$ cat config.mk
export PLATFORM = sky130hd
export DESIGN_NAME = fifo_128_pix_unpack
export DESIGN_NICKNAME = d
export VERILOG_FILES = /design/src/rtl/fifo_128_pix_unpack_pkg.sv /design/src/rtl/fifo_128_pix_unpack_pix_line_cnt.sv /design/src/rtl/fifo_128_pix_unpack.sv
export SDC_FILE = /design/constraint.sdc
export NUM_CORES = 1
export LEC_CHECK = 0
export BUFFER_PORTS_ARGS = -buffer_cell sky130_fd_sc_hd__buf_2
export CORE_MARGIN = 1.5
export CORE_UTILIZATION = 48
export CTS_CLUSTER_DIAMETER = 50
export DETAILED_ROUTE_END_ITERATION = 8
export PLACE_DENSITY_LB_ADDON = 0.08
export SKIP_LAST_GASP = 1
export SLEW_MARGIN = 20
export SYNTH_ARGS = -nofsm -noshare
export SYNTH_HDL_FRONTEND = slang
export SYNTH_SLANG_ARGS = --single-unit
$ cat constraint.sdc
create_clock -name clk -period 11.1 [get_ports clk]
set_input_delay 0.555 -clock clk [delete_from_list [all_inputs] [get_ports clk]]
set_output_delay 0.555 -clock clk [all_outputs]
set_load 0.02 [all_outputs]
$ cat src/rtl/fifo_128_pix_unpack_pkg.sv
// rtl/fifo_128_pix_unpack_pkg.sv - shared widths and lane select helper for the 128-bit pixel unpacker
package fifo_128_pix_unpack_pkg;

  localparam int PIX_W  = 32;
  localparam int WORD_W = 128;
  localparam int LANES  = 4;
  localparam int CNT_W  = 12;

  typedef logic [1:0] lane_t;

  function automatic logic [PIX_W-1:0] lane_pick(input logic [WORD_W-1:0] word,
                                                 input lane_t             lane);
    logic [PIX_W-1:0] pix;
    case (lane)
      2'd0:    pix = word[31:0];
      2'd1:    pix = word[63:32];
      2'd2:    pix = word[95:64];
      default: pix = word[127:96];
    endcase
    return pix;
  endfunction

endpackage

$ cat src/rtl/fifo_128_pix_unpack_pix_line_cnt.sv
// rtl/fifo_128_pix_unpack_pix_line_cnt.sv - per-line pixel transfer counter and end-of-line flag
module pix_line_cnt
  import fifo_128_pix_unpack_pkg::*;
#(
  parameter int LINE_PIX = 1920
) (
  input  logic             clk,
  input  logic             rst,
  input  logic             xfer_i,
  output logic [CNT_W-1:0] count_o,
  output logic             eol_o
);

  localparam logic [CNT_W-1:0] LAST = CNT_W'(LINE_PIX - 1);

  logic [CNT_W-1:0] count_q;
  logic [CNT_W-1:0] count_d;

  always_comb begin
    count_d = count_q;
    if (xfer_i) begin
      count_d = (count_q == LAST) ? '0 : count_q + 1'b1;
    end
  end

  always_ff @(posedge clk) begin
    if (rst) begin
      count_q <= '0;
    end else begin
      count_q <= count_d;
    end
  end

  assign count_o = count_q;
  assign eol_o   = (count_q == LAST);

endmodule

$ cat src/rtl/fifo_128_pix_unpack.sv
// rtl/fifo_128_pix_unpack.sv - unpacks 128-bit FIFO words into a 32-bit pixel stream, lane 0 first
module fifo_128_pix_unpack
  import fifo_128_pix_unpack_pkg::*;
#(
  parameter int LINE_PIX = 1920
) (
  input  logic              clk,
  input  logic              rst,
  input  logic [WORD_W-1:0] fifo_dout,
  input  logic              fifo_empty,
  output logic              fifo_rd_en,
  output logic [PIX_W-1:0]  pix_data,
  output logic              pix_valid,
  input  logic              pix_ready,
  output logic              pix_eol,
  output logic              underrun
);

  logic [WORD_W-1:0] cur_q, cur_d;
  logic [WORD_W-1:0] nxt_q, nxt_d;
  logic              cur_vld_q, cur_vld_d;
  logic              nxt_vld_q, nxt_vld_d;
  logic              rd_pend_q;
  logic              underrun_q, underrun_d;
  lane_t             lane_q, lane_d;

  logic              xfer;
  logic              load_cur;
  logic [CNT_W-1:0]  count;

  // A read is only issued into an empty nxt slot, so a pending capture never overwrites valid data.
  assign fifo_rd_en = !fifo_empty && !rd_pend_q && !nxt_vld_q && !rst;

  assign pix_valid = cur_vld_q;
  assign pix_data  = lane_pick(cur_q, lane_q);
  assign underrun  = underrun_q;

  assign xfer     = cur_vld_q && pix_ready;
  assign load_cur = (xfer && (lane_q == 2'd3)) || (!cur_vld_q && nxt_vld_q);

  always_comb begin
    cur_d      = cur_q;
    cur_vld_d  = cur_vld_q;
    lane_d     = lane_q;
    nxt_d      = nxt_q;
    nxt_vld_d  = nxt_vld_q;
    underrun_d = underrun_q;

    if (load_cur) begin
      cur_d     = nxt_q;
      cur_vld_d = nxt_vld_q;
      lane_d    = 2'd0;
    end else if (xfer) begin
      lane_d = lane_q + 2'd1;
    end

    // The returning read lands in nxt even when nxt is handed to cur in the same edge.
    if (rd_pend_q) begin
      nxt_d     = fifo_dout;
      nxt_vld_d = 1'b1;
    end else if (load_cur) begin
      nxt_vld_d = 1'b0;
    end

    if (!cur_vld_q && (count != '0) && pix_ready) begin
      underrun_d = 1'b1;
    end
  end

  always_ff @(posedge clk) begin
    if (rst) begin
      cur_vld_q  <= 1'b0;
      nxt_vld_q  <= 1'b0;
      rd_pend_q  <= 1'b0;
      lane_q     <= 2'd0;
      underrun_q <= 1'b0;
    end else begin
      cur_vld_q  <= cur_vld_d;
      nxt_vld_q  <= nxt_vld_d;
      rd_pend_q  <= fifo_rd_en;
      lane_q     <= lane_d;
      underrun_q <= underrun_d;
    end
  end

  always_ff @(posedge clk) begin
    cur_q <= cur_d;
    nxt_q <= nxt_d;
  end

  pix_line_cnt #(
    .LINE_PIX(LINE_PIX)
  ) u_line_cnt (
    .clk    (clk),
    .rst    (rst),
    .xfer_i (xfer),
    .count_o(count),
    .eol_o  (pix_eol)
  );

endmodule

* Yosys cells after proc, flatten, opt, wreduce, memory -nomap -nowiden
Index checks and enable logic that the tools add are counted.
** Storage, ports and cells
- Register bits after elaboration :: 274
- Output and inout bits :: 36
** Operators by class
- Add/sub/neg operators :: 2
- Equal/unequal tests :: 4
- Muxes and demuxes :: 4
- Reduce and logical (&&, ||, !) cells :: 18
** Operators with widths (count)
- case mux 32 bit (3 select lines) :: 1
- adder 12 x 1 -> 12 bit, second input constant :: 1
- equality test 12 x 11 -> 1 bit, second input constant :: 1
- two-way mux 12 bit :: 1
- nonzero test 12 bit :: 1
- logical AND 1 bit :: 8
- zero test 1 bit :: 5
- equality test 2 bit, second input constant :: 2
- adder 2 x 1 -> 2 bit, second input constant :: 1
- equality test 2 x 1 -> 1 bit, second input constant :: 1
- zero test 2 bit :: 1
- two-way mux 1 bit :: 2
- nonzero test 2 bit :: 1
- OR reduction 2 bit :: 1
- logical OR 1 bit :: 1

* Longest topological paths before layout
Gate-level depths: netlist of the first run.
- Word-level depth :: 5
- Depth in mapped cells :: 6
- Gate-level depth less buffers :: 6

* Hierarchy
Synthesis of the first run repeated with hierarchy kept, for this count alone.
** Unflattened totals
- Cells, all modules :: 463
- Area, all modules :: 9420.3 um^2
** By module, submodules not included
- fifo_128_pix_unpack :: times used 1, cells an instance 400, area each 8824.7 um^2, seq. area each 7807.5 um^2
- pix_line_cnt :: times used 1, cells an instance 63, area each 595.6 um^2, seq. area each 240.2 um^2

* Worst setup path before layout of the first run
OpenSTA, ideal clock, no wires.
- Path type :: input to register
- From :: in pix_ready
- To :: reg cur_q[0] (enable)
- Setup time :: 0.797 ns
- Arrival time :: 9.680 ns
- Required time :: 10.303 ns
- Slack :: 0.624 ns
- Cell stages on the path :: 2
- Buffers on the path :: 0
- Cells stage by stage :: nand2_1 -> o21ai_0
** On the way
- Word-level cells in the longest chain between the ends :: 3
** RTL lines
- start: declaration :: RTL line fifo_128_pix_unpack.sv:14 : input logic pix_ready,
- logical AND 1 bit :: RTL line fifo_128_pix_unpack.sv:38 : assign xfer = cur_vld_q && pix_ready;
- logical AND 1 bit :: RTL line fifo_128_pix_unpack.sv:39 : assign load_cur = (xfer && (lane_q == 2'd3)) || (!cur_vld_q && nxt_vld_q);
- logical OR 1 bit :: RTL line fifo_128_pix_unpack.sv:39
- via load_cur :: RTL line fifo_128_pix_unpack.sv:28 : logic load_cur;
- end signal: assignment :: RTL line fifo_128_pix_unpack.sv:87 : cur_q <= cur_d;
- end: declaration :: RTL line fifo_128_pix_unpack.sv:19 : logic [WORD_W-1:0] cur_q, cur_d;
The timed path passes the listed nets, and every way through them passes these cells.
A chain may end at the register's enable or synchronous reset.

* Final worst setup path of the first run
- From :: reg lane_q[0]
- To :: out pix_data[7]
** On the way
- Word-level cells in the longest chain between the ends :: 2
** RTL lines
- start: declaration :: RTL line fifo_128_pix_unpack.sv:25 : lane_t lane_q, lane_d;
- start signal: assignment :: RTL line fifo_128_pix_unpack.sv:81 : lane_q <= lane_d;
- equality test 2 bit (tied with other cells) :: RTL line fifo_128_pix_unpack_pkg.sv:14 : case (lane)
- case mux 32 bit (3 select lines) * :: RTL line fifo_128_pix_unpack_pkg.sv:14
- end: declaration :: RTL line fifo_128_pix_unpack.sv:12 : output logic [PIX_W-1:0] pix_data,
Every way passes the cells marked *; elsewhere a longest branch is shown, timed or not.

==> summary.txt, run 1 <==
Place
  • Buffers on Ports: around 170
  • DPL Wire Length: between 10,000 and 15,000 µm
  • Routability cong.: around 0.74

Floorplan
  • Row count: 50
  • Initial Utilization: 49.6%
  • Full die area: slightly above 20,000 µm²
  • Core ar.: around 19,000 µm²
  • Num ports: 168
  • Die width: ~140 µm
  • Die height: approximately 140 µm

Critical path
  • CP required: around 11,000 ps
  • Crit path launch type: flip-flop
  • CP Cell Sequence: inv_1 > ha_1 > buf_4 > a222oi_1 > mux2i_1 > buf_2
  • CP Launch Point: lane_q[0]
  • Reg-to-Reg Start: lane_q[0]
  • CP top delay family: buffers and inverters
  • Buf+Inv Stages, Crit Path: 3
  • Max stage delay on crit path: 570 ps
  • CP Max Fanout: 19
  • Critical-path top delay cell: ha_1
  • Setup Crit Path Kind: reg2out
  • CP endpoint kind: output pin
  • Arrival time of the worst setup path: 2590 ps

Finish
  • FILL cells: ~1,400
  • Fin nets: just under 800
  • Layout cell share with drive strength beyond 1: about a third
  • Multi-input logic area: ~1200 µm²
  • Most frequent cells in the layout: edfxtp_1 (256), buf_2 (167), inv_1 (38)
  • Synth-to-layout area growth: 22.4%
  • Most common cell after layout, fill and taps aside: edfxtp_1
  • FF+latch area: between 8000 and 9000 µm²

Logic synthesis
  • Async set-reset flop share out of synthesis: 0%
  • Sequential area share after synthesis: 85.7%
  • Post-synthesis instance area: around 9400 µm²
  • Synth top area share: between 80% and 90%
  • Yosys top cell by area: edfxtp_1
  • Yosys reg bits: around 270
  • Top_reg_cell synth: edfxtp_1
  • Avg Inst Size Synth: 20.0 µm²
  • Yosys warning count: 0
  • Number of synthesized flops with an enable pin: about 260
  • Synth area leaders: edfxtp_1 (82%), dfxtp_1 (3.8%), mux2i_1 (3.5%)
  • Cells after Synth: about 470
  • Syn_nets: ~610
  • Synth cell types: 26

Detailed routing
  • Total wire length: ~16,000 µm
  • Antenna Nets Post-Route: 0
  • Via-to-Cell Ratio: 4.99
  • Detailed-route via count: 4,695
  • Drc violations: 0
  • DR WL/cell: approximately 17 µm
  • DR pass1 iterations: 6
  • Initial DRC Count: approximately 350

Timing
  • Tcrit/Tclk final: roughly 28%
  • Final setup fails: 0
  • RSZ-0062 raised after global routing: no
  • Maximum clock rate: between 300 and 400 MHz
  • Clock Skew: about 17 ps
  • Final hold vios: 0
  • Max_slew headroom: 41.0%
  • Minimum hold slack: between 150 and 200 ps
  • Post-Route Setup TNS: 0 ps
  • Worst slew pin tran: about 890 ps
  • Slew Limit Fails: 0
  • Final min period: around 3100 ps

Power and ir drop
  • Cell Pwr Density: around 190 nW/µm²
  • Worst vdd ir: between 0.1 and 0.15 mV
  • Leakage: between 4 and 5 nW

Clocking
  • Setup bufs post-CTS: 0
  • Worst-Skew Late Latency: approximately 540 ps
  • H-tree Lvls: 1
  • Worst-case clock buffer depth: 3
  • Total CTS buffers: 29
  • CTS Hold Buffers Added: 0
  • Root Driver: clkbuf_16
  • Clock-pin slew on the worst setup and hold paths: approximately 60 ps
  • CTS tree: yes
  • Clock net sink count: between 200 and 300
  • Post-cts resize count: 0

Outcome
  • Outcome: finished clean

Hold path
  • Hold Crit Start: fifo_dout[118]
  • Tightest Hold Check Type: in2reg

Global route
  • First-pass GRT wire length: 24,200 µm
  • Vias in the first global route: ~4,600
  • Largest net degree at the start of global routing: just under 90
  • GRT Total Usage: approximately 16%
  • Initial antenna violation count: 4
  • Gr ovfl total: 0

Run
  • Max-cap viol count: 0
-- stage by stage --
| step | total power [mW] | cells | setup slack [ps] | area [µm²] | util, % |
|---|---|---|---|---|---|
| after floorplan | 1.24 | 469 | 624 | 9400 | - |
| after global placement | 1.27 | 885 | 8340 | 10600 | 55.7 |
| after detailed placement | 1.28 | 885 | 8240 | 10600 | 55.7 |
| after CTS | 2.21 | 937 | 7910 | 11500 | 60.6 |
| after global routing | 2.25 | 938 | 7780 | 11500 | 60.6 |
| final | 2.18 | 940 | 7950 | 11500 | 60.6 |
-- worst paths after layout --
kind                 endpoint  slack (ps)  cells past startpoint
setup / recovery  pix_data[7]        7950                      6
setup reg to reg    cur_q[61]        8380                      5
hold reg to reg    cur_q[113]         410                      0
hold / removal     nxt_q[118]         190                      1
-- cell families after synthesis --
family | Yosys count | synth area share (%)
compound gates | 39 | 3.96
xor+xnor | 11 | 1.03
fa+ha+maj | 7 | 0.932
buf+inv | 54 | 2.17
flops | 274 | 85.7
mux | 33 | 3.52
simple gates | 51 | 2.74
-- cells in the mapped netlist (2+ instances only) --
cell type and number:
ha_1 7, nand4_1 3, dfxtp_1 18, edfxtp_1 256, a31oi_1 2, xnor2_1 9, buf_1 3, nor4_1 7
clkbuf_1 12, nor3_1 6, nand3_1 6, xor2_1 2, a222oi_1 32, inv_1 38, a21oi_1 3, nand2_1 10
nor2_1 14, mux2i_1 33
-- final cells by class --
class / count / area share (%)
Tap cell: 260 / 2.83
Sequential cell: 274 / 70.0
Clock buffer: 35 / 6.51
Inverter: 38 / 1.24
Antenna cell: 3 / 0.0653
Timing Repair Buffer: 172 / 7.63
Multi-Input combinational cell: 141 / 10.1
Clock inverter: 17 / 1.58
-- flip-flops by register name (all words and copies together), names as in the netlist --
register	cells
underrun	1
cur_q	128
nxt_q	128
pix_valid	1
nxt_vld_q	1
lane_q	2
rd_pend_q	1
u_line_cnt.count_o	12
-- metal layers --
layer  share of wire (%)  up-vias  global-route usage, %
met1                  42     2274                   20.2
li1                    -     2239                      -
met2                  49      156                   26.6
met4                 1.9        2                   4.77
met3                 6.8       24                   4.43
met5               0.073        -                      0
-- where the power goes --
| group | internal [mW] | switching, mW | total (mW) |
|---|---|---|---|
| Clock | 0.552 | 0.374 | 0.927 |
| Sequential | 1.17 | 0.0122 | 1.18 |
| Combinational | 0.0281 | 0.0439 | 0.0721 |
(Power assumes the default switching activity.)
==> run 2, diff against run 1 <==
==> constraint.sdc (replaced) <==
create_clock -name clk -period 3 [get_ports clk]
set_input_delay 0.15 -clock clk [delete_from_list [all_inputs] [get_ports clk]]
set_output_delay 0.15 -clock clk [all_outputs]
set_load 0.02 [all_outputs]
==> run 2 against run 1 <==
- first-iteration DRC count grew 8.6%
- flip-flop and latch count is the same
- global-route usage grew 2.4 points
- clock-buffer cell count shrank 1
- critical endpoint is now pix_data[22]
- highest routed layer is now met4
- largest power group unchanged
- final cell count grew 14%
- total power grew to 3.9 times the previous value
- clock power grew to 4.0 times the previous value
- die area is the same
- clock skew grew 4.7 ps
==> summary.txt, run 2 (same netlist as run 1, synthesis figures left out) <==
Power and ir drop
  • Final Power: 8.52 mW (+290%)
  • Leakage: 4.79 nW (+15%)
  • Worst vdd ir: 0.541 mV (+330%)
  • Cell Pwr Density: 654 nW/µm² (+240%)

Place
  • DPL Wire Length: 10,500 µm (+4.2%)
  • Buffers on Ports: 167 (unchanged)
  • Pre-CTS setup slack: 962 ps (-7280 ps)
  • Routability cong.: 0.737 (-0.74%)

Finish
  • Fin nets: 930 (+17%)
  • Multi-input logic area: 1180 µm² (+1.9%)
  • FILL cells: 1,250 (-13%)
  • Most frequent cells in the layout: edfxtp_1 (256), buf_2 (167), dlygate4sd3_1 (132)
  • FF+latch area: 8060 µm² (+0.11%)
  • Most common cell after layout, fill and taps aside: edfxtp_1
  • Antenna diode count: 0 (-3)
  • Synth-to-layout area growth: 38.7%
  • Layout cell share with drive strength beyond 1: 28.6% (-4.2 points)

Critical path
  • Arrival time of the worst setup path: 2420 ps (-170 ps)
  • CP Launch Point: lane_q[0]
  • CP endpoint kind: output pin
  • CP Max Fanout: 32 (+13)
  • Crit path launch type: flip-flop
  • CP required: 2850 ps (-7700 ps)
  • Reg-to-Reg Start: lane_q[1]
  • Setup Crit Path Kind: reg2out

Clocking
  • Clock-pin slew on the worst setup and hold paths: 60 ps (about the same)
  • Worst-case clock buffer depth: 3 (unchanged)
  • Total CTS buffers: 30 (+3.4%)
  • Setup bufs post-CTS: 0 (unchanged)
  • Post-cts resize count: 0 (unchanged)
  • CTS Hold Buffers Added: 132 (+132)
  • H-tree Lvls: 1 (unchanged)
  • Clock net sink count: 274 (unchanged)
  • Root Driver: clkbuf_16
  • Worst-Skew Late Latency: 560 ps (+20 ps)
  • CTS tree: yes

Global route
  • Gr ovfl total: 0 (unchanged)
  • GRT Total Usage: 18.3% (+2.4 points)
  • Largest net degree at the start of global routing: 82 (-7.9%)
  • First-pass GRT wire length: 28,000 µm (+16%)
  • Vias in the first global route: 5,512 (+20%)
  • Initial antenna violation count: 0 (-4)

Detailed routing
  • Total wire length: 18,600 µm (+14%)
  • DR pass1 iterations: 6 (unchanged)
  • DR WL/cell: 17.4 µm (-0.22%)
  • Via-to-Cell Ratio: 4.92 (-1.4%)
  • Detailed-route via count: 5,287 (+13%)
  • Drc violations: 0 (unchanged)
  • Antenna Nets Post-Route: 0 (unchanged)
  • Initial DRC Count: 377 (+8.6%)

Floorplan
  • Die height: 143 µm (unchanged)
  • Num ports: 168 (unchanged)
  • Row count: 50 (unchanged)
  • Initial Utilization: 49.6% (unchanged)
  • Core ar.: 19,000 µm² (unchanged)
  • Full die area: 20,400 µm² (unchanged)
  • Die width: 143 µm (unchanged)

Timing
  • RSZ-0062 raised after global routing: no
  • Final setup fails: 0 (unchanged)
  • Final min period: between 2000 and 3000 ps
  • Tcrit/Tclk final: 85.7%
  • Slew Limit Fails: 0 (unchanged)
  • Maximum clock rate: about 390 MHz
  • Clock Skew: 21.4 ps (+4.71 ps)
  • Final WS setup: 428 ps (-7530 ps)
  • Worst slew pin tran: 850 ps (-34.7 ps)
  • Final hold vios: 0 (unchanged)
  • Max_slew headroom: 43.3% (+2.3 points)

Outcome
  • Outcome: finished clean

Hold path
  • Tightest Hold Check Type: in2reg
  • Hold Crit Start: fifo_dout[57]

Run
  • Max-cap viol count: 0 (unchanged)
## run 2: area by class of cell
| class | instances | area share [%] |
|---|---|---|
| sequential | 274 | 61.9 |
| timing repair buffer | 306 | 17.5 |
| multi-input combinational | 141 | 9.09 |
| clock buffer | 34 | 5.88 |
| tap | 260 | 2.50 |
| clock inverter | 21 | 2.04 |
| inverter | 38 | 1.09 |
## run 2: critical path: stages, from the launching register on
cell,delay [ps]
dfxtp_4,370
inv_1,90
ha_2,730
a222oi_1,230
mux2i_1,240
buf_2,210
## run 2: layer usage
metal	track usage (%)	wire, µm	vias up
li1	-	-	2501
met1	22.5	7560	2567
met2	32.3	9610	180
met3	3.72	1070	39
met4	5.91	411	0
met5	0	0	-
## run 2: report_power, final
part / leakage (nW) / total, mW / internal, mW / switching (mW)
Combinational: 1.81 / 0.421 / 0.227 / 0.193
Sequential: 2.50 / 4.37 / 4.33 / 0.0483
Clock: 0.475 / 3.72 / 2.27 / 1.45
Total: 4.79 / 8.52 / 6.82 / 1.69
## run 2: worst paths after layout
| check | slack [ps] | cells after the start | to |
|---|---|---|---|
| min reg2reg | 410 | 0 | cur_q[10] |
| max reg2reg | 1210 | 4 | cur_q[116] |
| max | 430 | 5 | pix_data[22] |
| min | 300 | 2 | nxt_q[57] |
## run 2: per-stage QoR
stage / setup TNS (ps) / instance area [µm²] / instances / hold slack [ps] / util (%)
floorplan: -12520 / 9440 / 469 / 220 / -
global placement: 0 / 10700 / 886 / 326 / 56.2
detailed placement: 0 / 10700 / 886 / 328 / 56.2
CTS: 0 / 13000 / 1073 / 271 / 68.6
global route: 0 / 13000 / 1074 / 285 / 68.7
finish: 0 / 13000 / 1074 / 297 / 68.7
==> run 3, diff against run 2 <==
--- a/config.mk
+++ b/config.mk
@@ -5,6 +5,7 @@
 export SDC_FILE = /design/constraint.sdc
 export NUM_CORES = 1
 export LEC_CHECK = 0
+export ABC_AREA = 1
 export BUFFER_PORTS_ARGS = -buffer_cell sky130_fd_sc_hd__buf_2
 export CORE_MARGIN = 1.5
 export CORE_UTILIZATION = 48
==> run 3 against run 2 <==
- worst setup slack worse by 1.7 ps
- non-clock buffer count stayed put
- clock power fell by 7.8%
- hold slack gained 15 ps
- register-to-register slack got worse by 70 ps
- flip-flop and latch count did not move
- critical path depth did not move
- critical path type unchanged
- critical endpoint is now pix_data[1]
- largest cell class unchanged
- largest power group unchanged
==> summary.txt, run 3 <==
Outcome
  • Outcome: finished clean

Critical path
  • Register-to-Register Setup Slack: 1140 ps (-70 ps)
  • Setup Crit Path Kind: reg2out
  • CP endpoint kind: output pin
  • Arrival time of the worst setup path: 2420 ps (about the same)
  • CP required: 2850 ps (about the same)
  • CP Max Fanout: 32 (unchanged)
  • R2r worst-path depth: 5 (+1)
  • Reg2Reg Capture Point: cur_q[38]
  • Crit path launch type: flip-flop
  • Reg-to-Reg Start: pix_valid

Logic synthesis
  • Syn_nets: 721 (+19%)
  • Synth area leaders: edfxtp_1 (81%), dfxtp_1 (3.8%), nand2_1 (3.8%)
  • Top_reg_cell synth: edfxtp_1
  • Yosys reg bits: 274 (unchanged)
  • Yosys top cell by area: edfxtp_1
  • Commonest cells post-synth: edfxtp_1 (256), nand2_1 (96), nor2_1 (56), a21oi_1 (40), a31oi_1 (32)
  • Number of synthesized flops with an enable pin: 256 (unchanged)
  • Async set-reset flop share out of synthesis: 0% (unchanged)
  • Sequential area share after synthesis: 84.5% (-1.2 points)
  • Cells after Synth: 582 (+24%)
  • Cell with the most instances after synthesis: edfxtp_1
  • Synth top area share: 80.7% (-1.1 points)
  • Post-synthesis instance area: 9530 µm² (+1.4%)
  • Synth cell types: 31 (+19%)
  • Avg Inst Size Synth: 16.4 µm² (-18%)
  • Yosys warning count: 0 (unchanged)

Clocking
  • H-tree Lvls: 1 (unchanged)
  • Clock net sink count: 274 (unchanged)
  • Total CTS buffers: 29 (-3.3%)
  • Worst-Skew Late Latency: 540 ps (-20 ps)
  • Worst-case clock buffer depth: 3 (unchanged)
  • Clock-pin slew on the worst setup and hold paths: 60 ps (about the same)
  • Root Driver: clkbuf_16
  • Setup bufs post-CTS: 0 (unchanged)
  • Post-cts resize count: 0 (unchanged)
  • CTS tree: yes

Detailed routing
  • DR pass1 iterations: 4 (-2)
  • Drc violations: 0 (unchanged)
  • Total wire length: 19,500 µm (+4.5%)
  • Initial DRC Count: 293 (-22%)
  • DR WL/cell: 16.4 µm (-5.7%)
  • Top Layer Used: met4
  • Met1 WL: 8040 µm (+6.3%)
  • Antenna Nets Post-Route: 0 (unchanged)
  • Detailed-route via count: 5,749 (+8.7%)
  • Met3 wire length: 1080 µm (+1.1%)
  • Metal2 WL: 9920 µm (+3.2%)
  • Via-to-Cell Ratio: 4.83 (-1.9%)

Hold path
  • Hold Crit Start: fifo_dout[5]
  • Hold endpoint: nxt_q[5]
  • Tightest Hold Check Type: in2reg
  • Hold path depth: 2 (unchanged)

Place
  • Placed Cells: 1,004 (+13%)
  • DPL Wire Length: 11,400 µm (+8.4%)
  • Routability cong.: 0.874 (+19%)
  • Buffers on Ports: 167 (unchanged)

Timing
  • Maximum clock rate: 388 MHz (about the same)
  • Final min period: 2570 ps (+1.72 ps)
  • RSZ-0062 raised after global routing: no
  • Worst slew pin tran: 846 ps (-4.40 ps)
  • Max_slew headroom: 43.6% (+0.29 points)
  • Slew Limit Fails: 0 (unchanged)
  • Final hold vios: 0 (unchanged)
  • Tcrit/Tclk final: 85.8% (about the same)
  • Final setup fails: 0 (unchanged)
  • Clock Skew: 9.35 ps (-12.0 ps)
  • Post-Route Setup TNS: 0 ps (unchanged)

Finish
  • Most common cell after layout, fill and taps aside: edfxtp_1
  • Fin nets: 1,041 (+12%)
  • Post-Route Utilization: 66.7% (-2.1 points)
  • Most frequent cells in the layout: edfxtp_1 (256), buf_2 (167), dlygate4sd3_1 (132)
  • Final cell count without fillers: 1,191 (+11%)
  • Synth-to-layout area growth: 36.2%
  • FILL cells: 1,385 (+11%)
  • Layout cell share with drive strength beyond 1: 24.9% (-3.8 points)

Floorplan
  • Core ar.: 19,500 µm² (+2.7%)
  • Initial Utilization: 49.0% (-0.61 points)
  • Full die area: 20,700 µm² (+1.4%)
  • Num ports: 168 (unchanged)
  • Die width: 144 µm (+0.69%)
  • Die height: 144 µm (+0.69%)
  • Row count: 51 (+2.0%)

Power and ir drop
  • Worst vdd ir: 0.532 mV (-1.6%)
  • Leakage: 4.82 nW (+0.56%)
  • Final Power: 8.21 mW (-3.6%)
  • Cell Pwr Density: 633 nW/µm² (-3.2%)

Global route
  • Vias in the first global route: 5,893 (+6.9%)
  • First-pass GRT wire length: 29,600 µm (+5.7%)
  • GRT Total Usage: 19.0% (+0.77 points)
  • Gr ovfl total: 0 (unchanged)
  • Largest net degree at the start of global routing: 130 (+59%)
  • Initial antenna violation count: 0 (unchanged)

Run
  • Max-cap viol count: 0 (unchanged)
==> run 3: cell types whose count changed in the layout (fill, tap and decap cells not counted), sizes merged, moves of 30 or more <==
| cell | delta |
|---|---|
| a21oi | +37 |
| a31oi | +30 |
| nand2 | +89 |
| mux2i | -33 |
| a222oi | -32 |
| nor2 | +47 |
==> run 3: routing by layer <==
layer / track usage [%] / vias up
met5: 0 / -
met3: 3.67 / 33
met2: 33.8 / 184
li1: - / 2780
met1: 23.6 / 2752
met4: 5.59 / 0
==> run 3: worst max path at each step <==
stage                     cells after the start      endpoint  startpoint
after global routing                          5   pix_data[1]   lane_q[0]
after CTS                                     5  pix_data[19]   lane_q[0]
after floorplan                               2      cur_q[0]   nxt_vld_q
final                                         5   pix_data[1]   lane_q[0]
after global placement                        5   pix_data[7]   lane_q[0]
after detailed placement                      5   pix_data[7]   lane_q[1]
==> run 3: cell type report <==
type                            instances  area [µm²]  share of cell area [%]
Antenna cell                            1        2.50                  0.0193
Inverter                               24        95.1                   0.733
Clock inverter                         14         160                    1.23
Timing Repair Buffer                  306        2230                    17.2
Tap cell                              265         332                    2.56
Sequential cell                       274        8050                    62.1
Clock buffer                           40         767                    5.91
Multi-Input combinational cell        267        1330                    10.3
==> run 3: kinds of logic (layout without fill, tap and decap cells) <==
| group | count (synthesis) | after routing | share of synthesized area, % |
|---|---|---|---|
| buffers and inverters | 41 | 384 | 1.75 |
| XOR/XNOR | 3 | 3 | 0.276 |
| other | 0 | 1 | 0 |
| AO/OA/AOI/OAI | 78 | 78 | 4.68 |
| flip-flops | 274 | 274 | 84.5 |
| adder cells (fa/ha/maj) | 7 | 7 | 0.919 |
| AND/OR/NAND/NOR | 179 | 179 | 7.92 |
==> run 3: critical path, cell delays in order, from the launching register on <==
cell     delay (ps)
dfxtp_1         350
inv_1           130
ha_2            750
nand2_1         130
a31oi_1         300
buf_2           220
==> run 3: power breakdown <==
part           internal [mW]  total, mW  switching (mW)
Clock                   2.05       3.43            1.38
Sequential              4.33       4.38          0.0529
Combinational          0.216      0.400           0.184
==> run 3: what timing repair did <==
action | CTS | global route
hold endpoints to repair | 135 | 0
hold buffers | 132 | 0
endpoints found under the setup margin | 0 | 0
==> run 3: stage by stage <==
stage	setup WS, ps	cell area [µm²]	hold WS, ps
final	426	13000	311
after detailed placement	964	10700	325
after global routing	269	13000	298
after floorplan	46.3	9540	220
after CTS	388	13000	287
after global placement	1020	10700	320
